[config.mk]
export PLATFORM = sky130hd
export DESIGN_NAME = risc_sequencer
export DESIGN_NICKNAME = d
export VERILOG_FILES = /design/src/rtl/risc_sequencer.sv
export SDC_FILE = /design/constraint.sdc
export NUM_CORES = 1
export LEC_CHECK = 0
export CAP_MARGIN = 10
export CORE_AREA = 2 2 39 41
export CTS_CLUSTER_SIZE = 30
export DETAILED_ROUTE_END_ITERATION = 7
export DIE_AREA = 0 0 41 43
export PLACE_DENSITY = 0.63
export SLEW_MARGIN = 5
export SYNTH_ARGS = -nofsm -noshare
export SYNTH_HDL_FRONTEND = slang
export SYNTH_SLANG_ARGS = --single-unit
[constraint.sdc]
create_clock -name clk -period 2.1 [get_ports clk]
set_input_delay 0.525 -clock clk [delete_from_list [all_inputs] [get_ports clk]]
set_output_delay 0.525 -clock clk [all_outputs]
set_load 0.02 [all_outputs]
[src/rtl/risc_sequencer.sv]
// risc_sequencer: instruction-cycle controller for the VeriRISC CPU.
// Steps through the eight fetch/execute phases and decodes the opcode into
// datapath strobes. Strobes are a combinational decode of the current state,
// so each strobe is valid in the same cycle as its phase.
//
// Ports:
//   clk      system clock, rising-edge
//   reset    synchronous, active-high reset
//   opcode   instruction opcode from the instruction register
//   zero     accumulator-is-zero flag
//   mem_rd   memory read strobe
//   mem_wr   memory write strobe
//   load_ir  instruction register load
//   load_ac  accumulator load
//   inc_pc   program counter increment (counter enable)
//   load_pc  program counter load (dominates inc_pc at the counter)
//   halt     processor halted indication
//   phase    current phase encoding (reads 4 while halted)
//
// Parameter HALT_STICKY: 1 = freeze in the halted state until reset,
//                        0 = pulse halt during OP_ADDR and keep sequencing.
module risc_sequencer #(
  parameter bit HALT_STICKY = 1'b1
) (
  input  logic       clk,
  input  logic       reset,
  input  logic [2:0] opcode,
  input  logic       zero,
  output logic       mem_rd,
  output logic       mem_wr,
  output logic       load_ir,
  output logic       load_ac,
  output logic       inc_pc,
  output logic       load_pc,
  output logic       halt,
  output logic [2:0] phase
);

  localparam logic [2:0] OpHlt = 3'd0;
  localparam logic [2:0] OpSkz = 3'd1;
  localparam logic [2:0] OpAdd = 3'd2;
  localparam logic [2:0] OpAnd = 3'd3;
  localparam logic [2:0] OpXor = 3'd4;
  localparam logic [2:0] OpLda = 3'd5;
  localparam logic [2:0] OpSto = 3'd6;
  localparam logic [2:0] OpJmp = 3'd7;

  // Bit 3 is the halted flag; the low three bits are the phase. The halted
  // encoding carries phase 4 so the phase output needs no extra muxing.
  typedef enum logic [3:0] {
    StInstAddr  = 4'h0,
    StInstFetch = 4'h1,
    StInstLoad  = 4'h2,
    StIdle      = 4'h3,
    StOpAddr    = 4'h4,
    StOpFetch   = 4'h5,
    StAluOp     = 4'h6,
    StStore     = 4'h7,
    StHalted    = 4'hC
  } state_e;

  state_e state_q, state_d;
  logic   is_aluop;

  assign is_aluop = (opcode == OpAdd) || (opcode == OpAnd) ||
                    (opcode == OpXor) || (opcode == OpLda);

  // State register
  always_ff @(posedge clk) begin
    if (reset) begin
      state_q <= StInstAddr;
    end else begin
      state_q <= state_d;
    end
  end

  // Next-state logic
  always_comb begin
    state_d = StInstAddr;
    unique case (state_q)
      StInstAddr:  state_d = StInstFetch;
      StInstFetch: state_d = StInstLoad;
      StInstLoad:  state_d = StIdle;
      StIdle:      state_d = StOpAddr;
      StOpAddr:    state_d = (HALT_STICKY && (opcode == OpHlt)) ? StHalted : StOpFetch;
      StOpFetch:   state_d = StAluOp;
      StAluOp:     state_d = StStore;
      StStore:     state_d = StInstAddr;
      StHalted:    state_d = StHalted;
      // Unreachable encodings recover to the start of an instruction.
      default:     state_d = StInstAddr;
    endcase
  end

  // Output decode. The fetch phases never look at opcode, so an unknown
  // opcode before the IR is loaded cannot reach the strobes.
  always_comb begin
    mem_rd  = 1'b0;
    mem_wr  = 1'b0;
    load_ir = 1'b0;
    load_ac = 1'b0;
    inc_pc  = 1'b0;
    load_pc = 1'b0;
    halt    = 1'b0;
    phase   = state_q[2:0];
    unique case (state_q)
      StInstAddr: begin
      end
      StInstFetch: begin
        mem_rd = 1'b1;
      end
      StInstLoad, StIdle: begin
        mem_rd  = 1'b1;
        load_ir = 1'b1;
      end
      StOpAddr: begin
        inc_pc = 1'b1;
        halt   = (opcode == OpHlt);
      end
      StOpFetch: begin
        mem_rd = is_aluop;
      end
      StAluOp: begin
        mem_rd  = is_aluop;
        load_ac = is_aluop;
        inc_pc  = (opcode == OpSkz) && zero;
        load_pc = (opcode == OpJmp);
      end
      StStore: begin
        mem_rd  = is_aluop;
        load_ac = is_aluop;
        inc_pc  = (opcode == OpJmp);
        load_pc = (opcode == OpJmp);
        mem_wr  = (opcode == OpSto);
      end
      StHalted: begin
        halt  = 1'b1;
        phase = 3'd4;
      end
      default: begin
        phase = 3'd0;
      end
    endcase
  end

endmodule

== Yosys cells after proc, flatten, opt, wreduce, memory -nomap -nowiden ==
Index checks and enable logic that the tools add are counted.

* Shifts and indexed selects: 0
* Reductions and logical operators: 11
* Multiply operators: 0
* Eq/ne operators: 15
* Div/mod/pow operators: 0
* Magnitude comparators: 0
* Add/subtract/negate cells: 0
* Bitwise operators: 0
* Multiplexer cells: 10

{| class="wikitable"
|+ Operator list
! cell !! number
|-
| $pmux 4 s8 || 1
|-
| $eq 4x3->1 const B || 4
|-
| $eq 3x3->1 const B || 4
|-
| $eq 4x2->1 const B || 2
|-
| $reduce_or 8->1 || 1
|-
| $eq 3x2->1 const B || 2
|-
| $pmux 3 s2 || 1
|-
| $reduce_or 3->1 || 2
|-
| $eq 4x1->1 const B || 1
|-
| $eq 4x4->1 const B || 1
|-
| $logic_not 4->1 || 1
|-
| $mux 1 || 4
|-
| $mux 4 || 1
|-
| $pmux 1 s2 || 2
|-
| $reduce_or 2->1 || 2
|-
| $eq 3x1->1 const B || 1
|-
| $logic_not 3->1 || 1
|-
| $logic_or 1x1->1 || 3
|-
| $pmux 1 s3 || 1
|-
| $logic_and 1x1->1 || 1
|}

* Memories: 0
* Output and inout bits: 10
* Bits in registers: 4
* Logic and storage cells: 37
* Latch bits: 0
* ROM bits: 0
* Bits of input ports: 6
* Memory bits (writable): 0

== Longest topological paths before layout ==
* Depth after elaboration: 5
* Gate-level depth with buffers: 4
* Depth with buffers taken out: 3

== Worst setup path after synthesis ==
OpenSTA, ideal clock, no wires.

* Kind: input to output
* Start point: input port opcode[2]
* End point: output port mem_rd
* Arrival time: 1.230 ns
* Required time: 1.575 ns
* Path buffers: 0
* Stages: 2
* Setup slack: 0.345 ns
* Cell sequence: xnor2_1 -> a211oi_1

* Longest elaborated chain between the ends: 5
* Elaborated cells on any way between the ends: 8
* Those cells by class: eq/ne: 4; mux: 1; reduce/logical: 3

{| class="wikitable"
|+ RTL lines
! item !! line !! RTL
|-
| from (decl) || 27 || <nowiki>input logic [2:0] opcode,</nowiki>
|-
| $eq 3x2->1 || 65 || <nowiki>assign is_aluop = (opcode == OpAdd) || (opcode == OpAnd) ||</nowiki>
|-
| $logic_or 1x1->1 (2 in a row) || 65 ||
|-
| $logic_or 1x1->1 (*) || 66 || <nowiki>(opcode == OpXor) || (opcode == OpLda);</nowiki>
|-
| $pmux 1 s2 (*) || 106 || <nowiki>unique case (state_q)</nowiki>
|-
| to (decl) || 29 || <nowiki>output logic mem_rd,</nowiki>
|}

Every way passes the cells marked *; elsewhere a longest branch is shown, timed or not.

== Worst setup path after layout ==
* Start point: input port zero
* End point: output port inc_pc

* Longest elaborated chain between the ends: 2

{| class="wikitable"
|+ RTL lines
! item !! line !! RTL
|-
| from (decl) || 28 || <nowiki>input logic zero,</nowiki>
|-
| $logic_and 1x1->1 || 126 || <nowiki>inc_pc = (opcode == OpSkz) && zero;</nowiki>
|-
| $pmux 1 s3 || 106 ||
|-
| to (decl) || 33 || <nowiki>output logic inc_pc,</nowiki>
|}

Every way passes these cells.

==> flow_summary.html <==
<table>
<tr><th>Metric</th><th>Value</th></tr>
<tr><th colspan="2">Floorplanning</th></tr>
<tr><td>Number of top-level pins</td><td>16</td></tr>
<tr><td>Floorplan die height</td><td>43 um</td></tr>
<tr><td>Die footprint</td><td>between 1500 and 2000 sq um</td></tr>
<tr><td>Core region area</td><td>between 1000 and 1500 sq um</td></tr>
<tr><td>Die Wd</td><td>around 40 um</td></tr>
<tr><td># rows</td><td>14</td></tr>
<tr><td>Initial Utilization</td><td>roughly a quarter</td></tr>
<tr><th colspan="2">Routing</th></tr>
<tr><td>DR iter-0 viols</td><td>1</td></tr>
<tr><td>Detail-routed net length per standard cell</td><td>roughly 11 um</td></tr>
<tr><td>Via count of the routed design</td><td>350</td></tr>
<tr><td>Vias per cell</td><td>4.73</td></tr>
<tr><td>Detailed Route WL</td><td>between 800 and 900 um</td></tr>
<tr><td>Antenna-violating nets left</td><td>0</td></tr>
<tr><td>Detailed-router iteration count before antenna repair</td><td>2</td></tr>
<tr><td>DRC</td><td>0</td></tr>
<tr><th colspan="2">Logic synthesis</th></tr>
<tr><td>Warning count from the yosys run</td><td>0</td></tr>
<tr><td>Sequential area share after synthesis</td><td>about a quarter</td></tr>
<tr><td>Mapped Nets</td><td>between 40 and 50</td></tr>
<tr><td>Avg Cell Area, Syn</td><td>between 9 and 10 sq um</td></tr>
<tr><td>Combined area of all synthesized cells</td><td>roughly 330 sq um</td></tr>
<tr><td>Flop and latch count out of synthesis</td><td>4</td></tr>
<tr><td>Cell variety after synth</td><td>25</td></tr>
<tr><td>Synthesized instance count</td><td>36</td></tr>
<tr><th colspan="2">CTS</th></tr>
<tr><td>Bufs on Longest Clock Path</td><td>2</td></tr>
<tr><td>Sinks on the clock net</td><td>4</td></tr>
<tr><td>Clk pin slew, worst setup/hold paths</td><td>0.04 ns</td></tr>
<tr><td>Clock root cell</td><td>sky130_fd_sc_hd__clkbuf_4</td></tr>
<tr><td>Number of clock buffers inserted by TritonCTS</td><td>3</td></tr>
<tr><td>Clock tree from TritonCTS</td><td>done</td></tr>
<tr><td>Count of H-tree levels built during CTS</td><td>1</td></tr>
<tr><td>Hold buffers post-CTS</td><td>0</td></tr>
<tr><td># Post-CTS Setup Buffers</td><td>0</td></tr>
<tr><td>Clk Latency, worst-skew pair</td><td>approximately 0.23 ns</td></tr>
<tr><th colspan="2">Setup path</th></tr>
<tr><td>Critical Path Start Type</td><td>input port</td></tr>
<tr><td>Maximum fanout encountered on the critical timing path</td><td>1</td></tr>
<tr><td>Data required time of the critical path</td><td>approximately 1.6 ns</td></tr>
<tr><td>Setup Crit Path Kind</td><td>input port to output port</td></tr>
<tr><td>Kind of end point of the critical path</td><td>output port</td></tr>
<tr><td>R2R Path End</td><td>state_q[0]</td></tr>
<tr><td>Setup slack on the worst flop-to-flop path</td><td>approximately 1.1 ns</td></tr>
<tr><td>Reg2Reg Depth</td><td>3</td></tr>
<tr><td>Data arrival time at the worst-slack endpoint</td><td>roughly 1.6 ns</td></tr>
<tr><td>Reg-to-reg startpoint</td><td>state_q[2]</td></tr>
<tr><th colspan="2">Placed design</th></tr>
<tr><td>Area after detailed placement</td><td>about 520 sq um</td></tr>
<tr><td>Global placement routability congestion</td><td>~0.71</td></tr>
<tr><td>Placed wire-length estimate</td><td>approximately 600 um</td></tr>
<tr><td>Count of input and output buffers</td><td>15</td></tr>
<tr><th colspan="2">Layout</th></tr>
<tr><td>Diode insertion count for antenna repair</td><td>0</td></tr>
<tr><td>Final nets</td><td>between 60 and 70</td></tr>
<tr><td>Top register by number of flip-flops</td><td>state_q</td></tr>
<tr><td>Proportion of layout cells with a drive suffix above 1</td><td>44.8%</td></tr>
<tr><td>Most common cell after layout, fill and taps aside</td><td>sky130_fd_sc_hd__buf_4</td></tr>
<tr><td>Post-layout instance area</td><td>about 540 sq um</td></tr>
<tr><td>Area growth from synthesis to final layout</td><td>65.6%</td></tr>
<tr><td>Fin util</td><td>39.2%</td></tr>
<tr><td>Largest registers</td><td>state_q: 4 flops</td></tr>
<tr><td>Highest-count cells in the layout ignoring fill and taps</td><td>sky130_fd_sc_hd__buf_4, sky130_fd_sc_hd__dlygate4sd2_1, sky130_fd_sc_hd__clkdlybuf4s50_1</td></tr>
<tr><td>Flip-flop count of the largest register after layout</td><td>4</td></tr>
<tr><th colspan="2">GRT</th></tr>
<tr><td>Vias in the first global route</td><td>roughly 340</td></tr>
<tr><td>Pin count of the biggest net entering global routing</td><td>10</td></tr>
<tr><td>First-pass GRT wire length</td><td>approximately 1300 um</td></tr>
<tr><td>Global route overflow</td><td>0</td></tr>
<tr><td>Tot GR Track Use</td><td>a little over a tenth</td></tr>
<tr><td>Initial antenna violation count</td><td>0</td></tr>
<tr><th colspan="2">STA</th></tr>
<tr><td>Worst clock skew</td><td>0.000204 ns</td></tr>
<tr><td>Max Clock Freq</td><td>~480 MHz</td></tr>
<tr><td>Total negative slack</td><td>0 ns</td></tr>
<tr><td>Transition time of the tightest slew-check pin</td><td>around 0.26 ns</td></tr>
<tr><td>Part of the cycle the worst path needs</td><td>a little under 100%</td></tr>
<tr><td>Min Clock Period, post-route</td><td>between 2 and 2.5 ns</td></tr>
<tr><td>Final-report setup violation count</td><td>0</td></tr>
<tr><td>Final Max Tran Viols</td><td>0</td></tr>
<tr><td>Unrepaired setup endpoints after global routing</td><td>true</td></tr>
<tr><td>Final-layout worst hold slack</td><td>0.525 ns</td></tr>
<tr><td>Final hold violation count</td><td>0</td></tr>
<tr><td>Max_slew headroom</td><td>82.8%</td></tr>
<tr><th colspan="2">Power and ir drop</th></tr>
<tr><td>Power per cell area</td><td>508 nW/um^2</td></tr>
<tr><td>Static Leakage</td><td>about 0.26 nW</td></tr>
<tr><td>Max VDD drop</td><td>around 0.22 mV</td></tr>
<tr><td>Design Power</td><td>between 0.2 and 0.3 mW</td></tr>
<tr><th colspan="2">Flow run</th></tr>
<tr><td>Number of max-cap violations</td><td>0</td></tr>
<tr><th colspan="2">Min path</th></tr>
<tr><td>Min-Delay Path Depth</td><td>1</td></tr>
<tr><td>Worst min path class</td><td>flip-flop to flip-flop</td></tr>
<tr><td>Critical hold path startpoint</td><td>state_q[0]</td></tr>
<tr><td>Worst Hold End</td><td>state_q[0]</td></tr>
<tr><th colspan="2">Run status</th></tr>
<tr><td>Outcome</td><td>finished clean</td></tr>
</table>
[timing repair]
action | CTS | global route
gates resized for setup | 31 | 2
pin swaps | 2 | 0
endpoints found under the setup margin | 9 | 2
[metal layers]
layer / up-vias / global-route usage (%) / part of all wire, %
li1: 177 / - / -
met1: 165 / 11.5 / 41
met2: 8 / 18.4 / 55
met3: 0 / 1.57 / 3.5
met4: 0 / 6.00 / 0
met5: - / 0 / 0
[through the flow]
step	instances	worst slack (ns)
after CTS	74	0.00204
after global routing	74	-0.00445
after detailed placement	71	-0.555
final	74	0.0268
after floorplan	36	0.345
after global placement	71	-0.533
[worst max-delay path by stage]
stage / start / to / slack, ns
4_1_cts: zero / inc_pc / 0.002
5_1_grt: zero / inc_pc / -0.004
3_5_place_dp: opcode[1] / mem_rd / -0.55
2_1_floorplan: opcode[2] / mem_rd / 0.35
3_3_place_gp: opcode[1] / mem_rd / -0.53
6_report: zero / inc_pc / 0.03
[cell families after synthesis]
group                     count (synthesis)  share of synthesized area [%]
and+or+nand+nor                          18                           40.1
AOI/OAI and AO/OA                         9                           21.4
DFF                                       4                           24.4
buffers and inverters                     3                           8.78
xor gates and xnor gates                  2                           5.34
[synthesized netlist by cell type]
master                      instances  area, sq um
sky130_fd_sc_hd__nor2b_4            1         13.8
sky130_fd_sc_hd__a211oi_1           1         7.51
sky130_fd_sc_hd__a2111oi_2          1         15.0
sky130_fd_sc_hd__nor2_1             4         15.0
sky130_fd_sc_hd__nor3_2             1         10.0
sky130_fd_sc_hd__and2b_1            1         7.51
sky130_fd_sc_hd__nand3_1            1         5.00
sky130_fd_sc_hd__clkbuf_8           1         13.8
sky130_fd_sc_hd__xnor2_1            2         17.5
sky130_fd_sc_hd__o21ai_0            2         10.0
sky130_fd_sc_hd__and2_2             1         7.51
sky130_fd_sc_hd__a32o_1             1         10.0
sky130_fd_sc_hd__o211a_1            1         10.0
sky130_fd_sc_hd__dfxtp_1            4         80.1
sky130_fd_sc_hd__nor2b_1            2         12.5
sky130_fd_sc_hd__a21oi_1            2         10.0
sky130_fd_sc_hd__nand3b_4           1         20.0
sky130_fd_sc_hd__o31ai_1            1         7.51
sky130_fd_sc_hd__nand4b_1           1         8.76
sky130_fd_sc_hd__nor2_2             1         6.26
sky130_fd_sc_hd__buf_4              2         15.0
sky130_fd_sc_hd__nand3b_1           1         7.51
sky130_fd_sc_hd__and2b_2            1         8.76
sky130_fd_sc_hd__nand2_1            1         3.75
sky130_fd_sc_hd__nor3_1             1         5.00
[critical path: stages]
cell and delay (ns):
sky130_fd_sc_hd__clkdlybuf4s50_1 0.45, sky130_fd_sc_hd__nand2_1 0.06, sky130_fd_sc_hd__o31ai_2 0.17, sky130_fd_sc_hd__a32o_1 0.20, sky130_fd_sc_hd__buf_4 0.14
[layout make-up]
type,instances,area [sq um]
clock buffers,3,22.5
fillers,156,841
repair buffers,22,186
multi-input cells,29,230
flip-flops and latches,4,83.8
well taps,16,20.0
[report_power, final]
group / switching, mW / internal [mW]
sequential: 0.0110 / 0.0825
combinational: 0.0433 / 0.0463
clock: 0.0291 / 0.0638
Note: power is estimated with default switching activity, not from simulation.
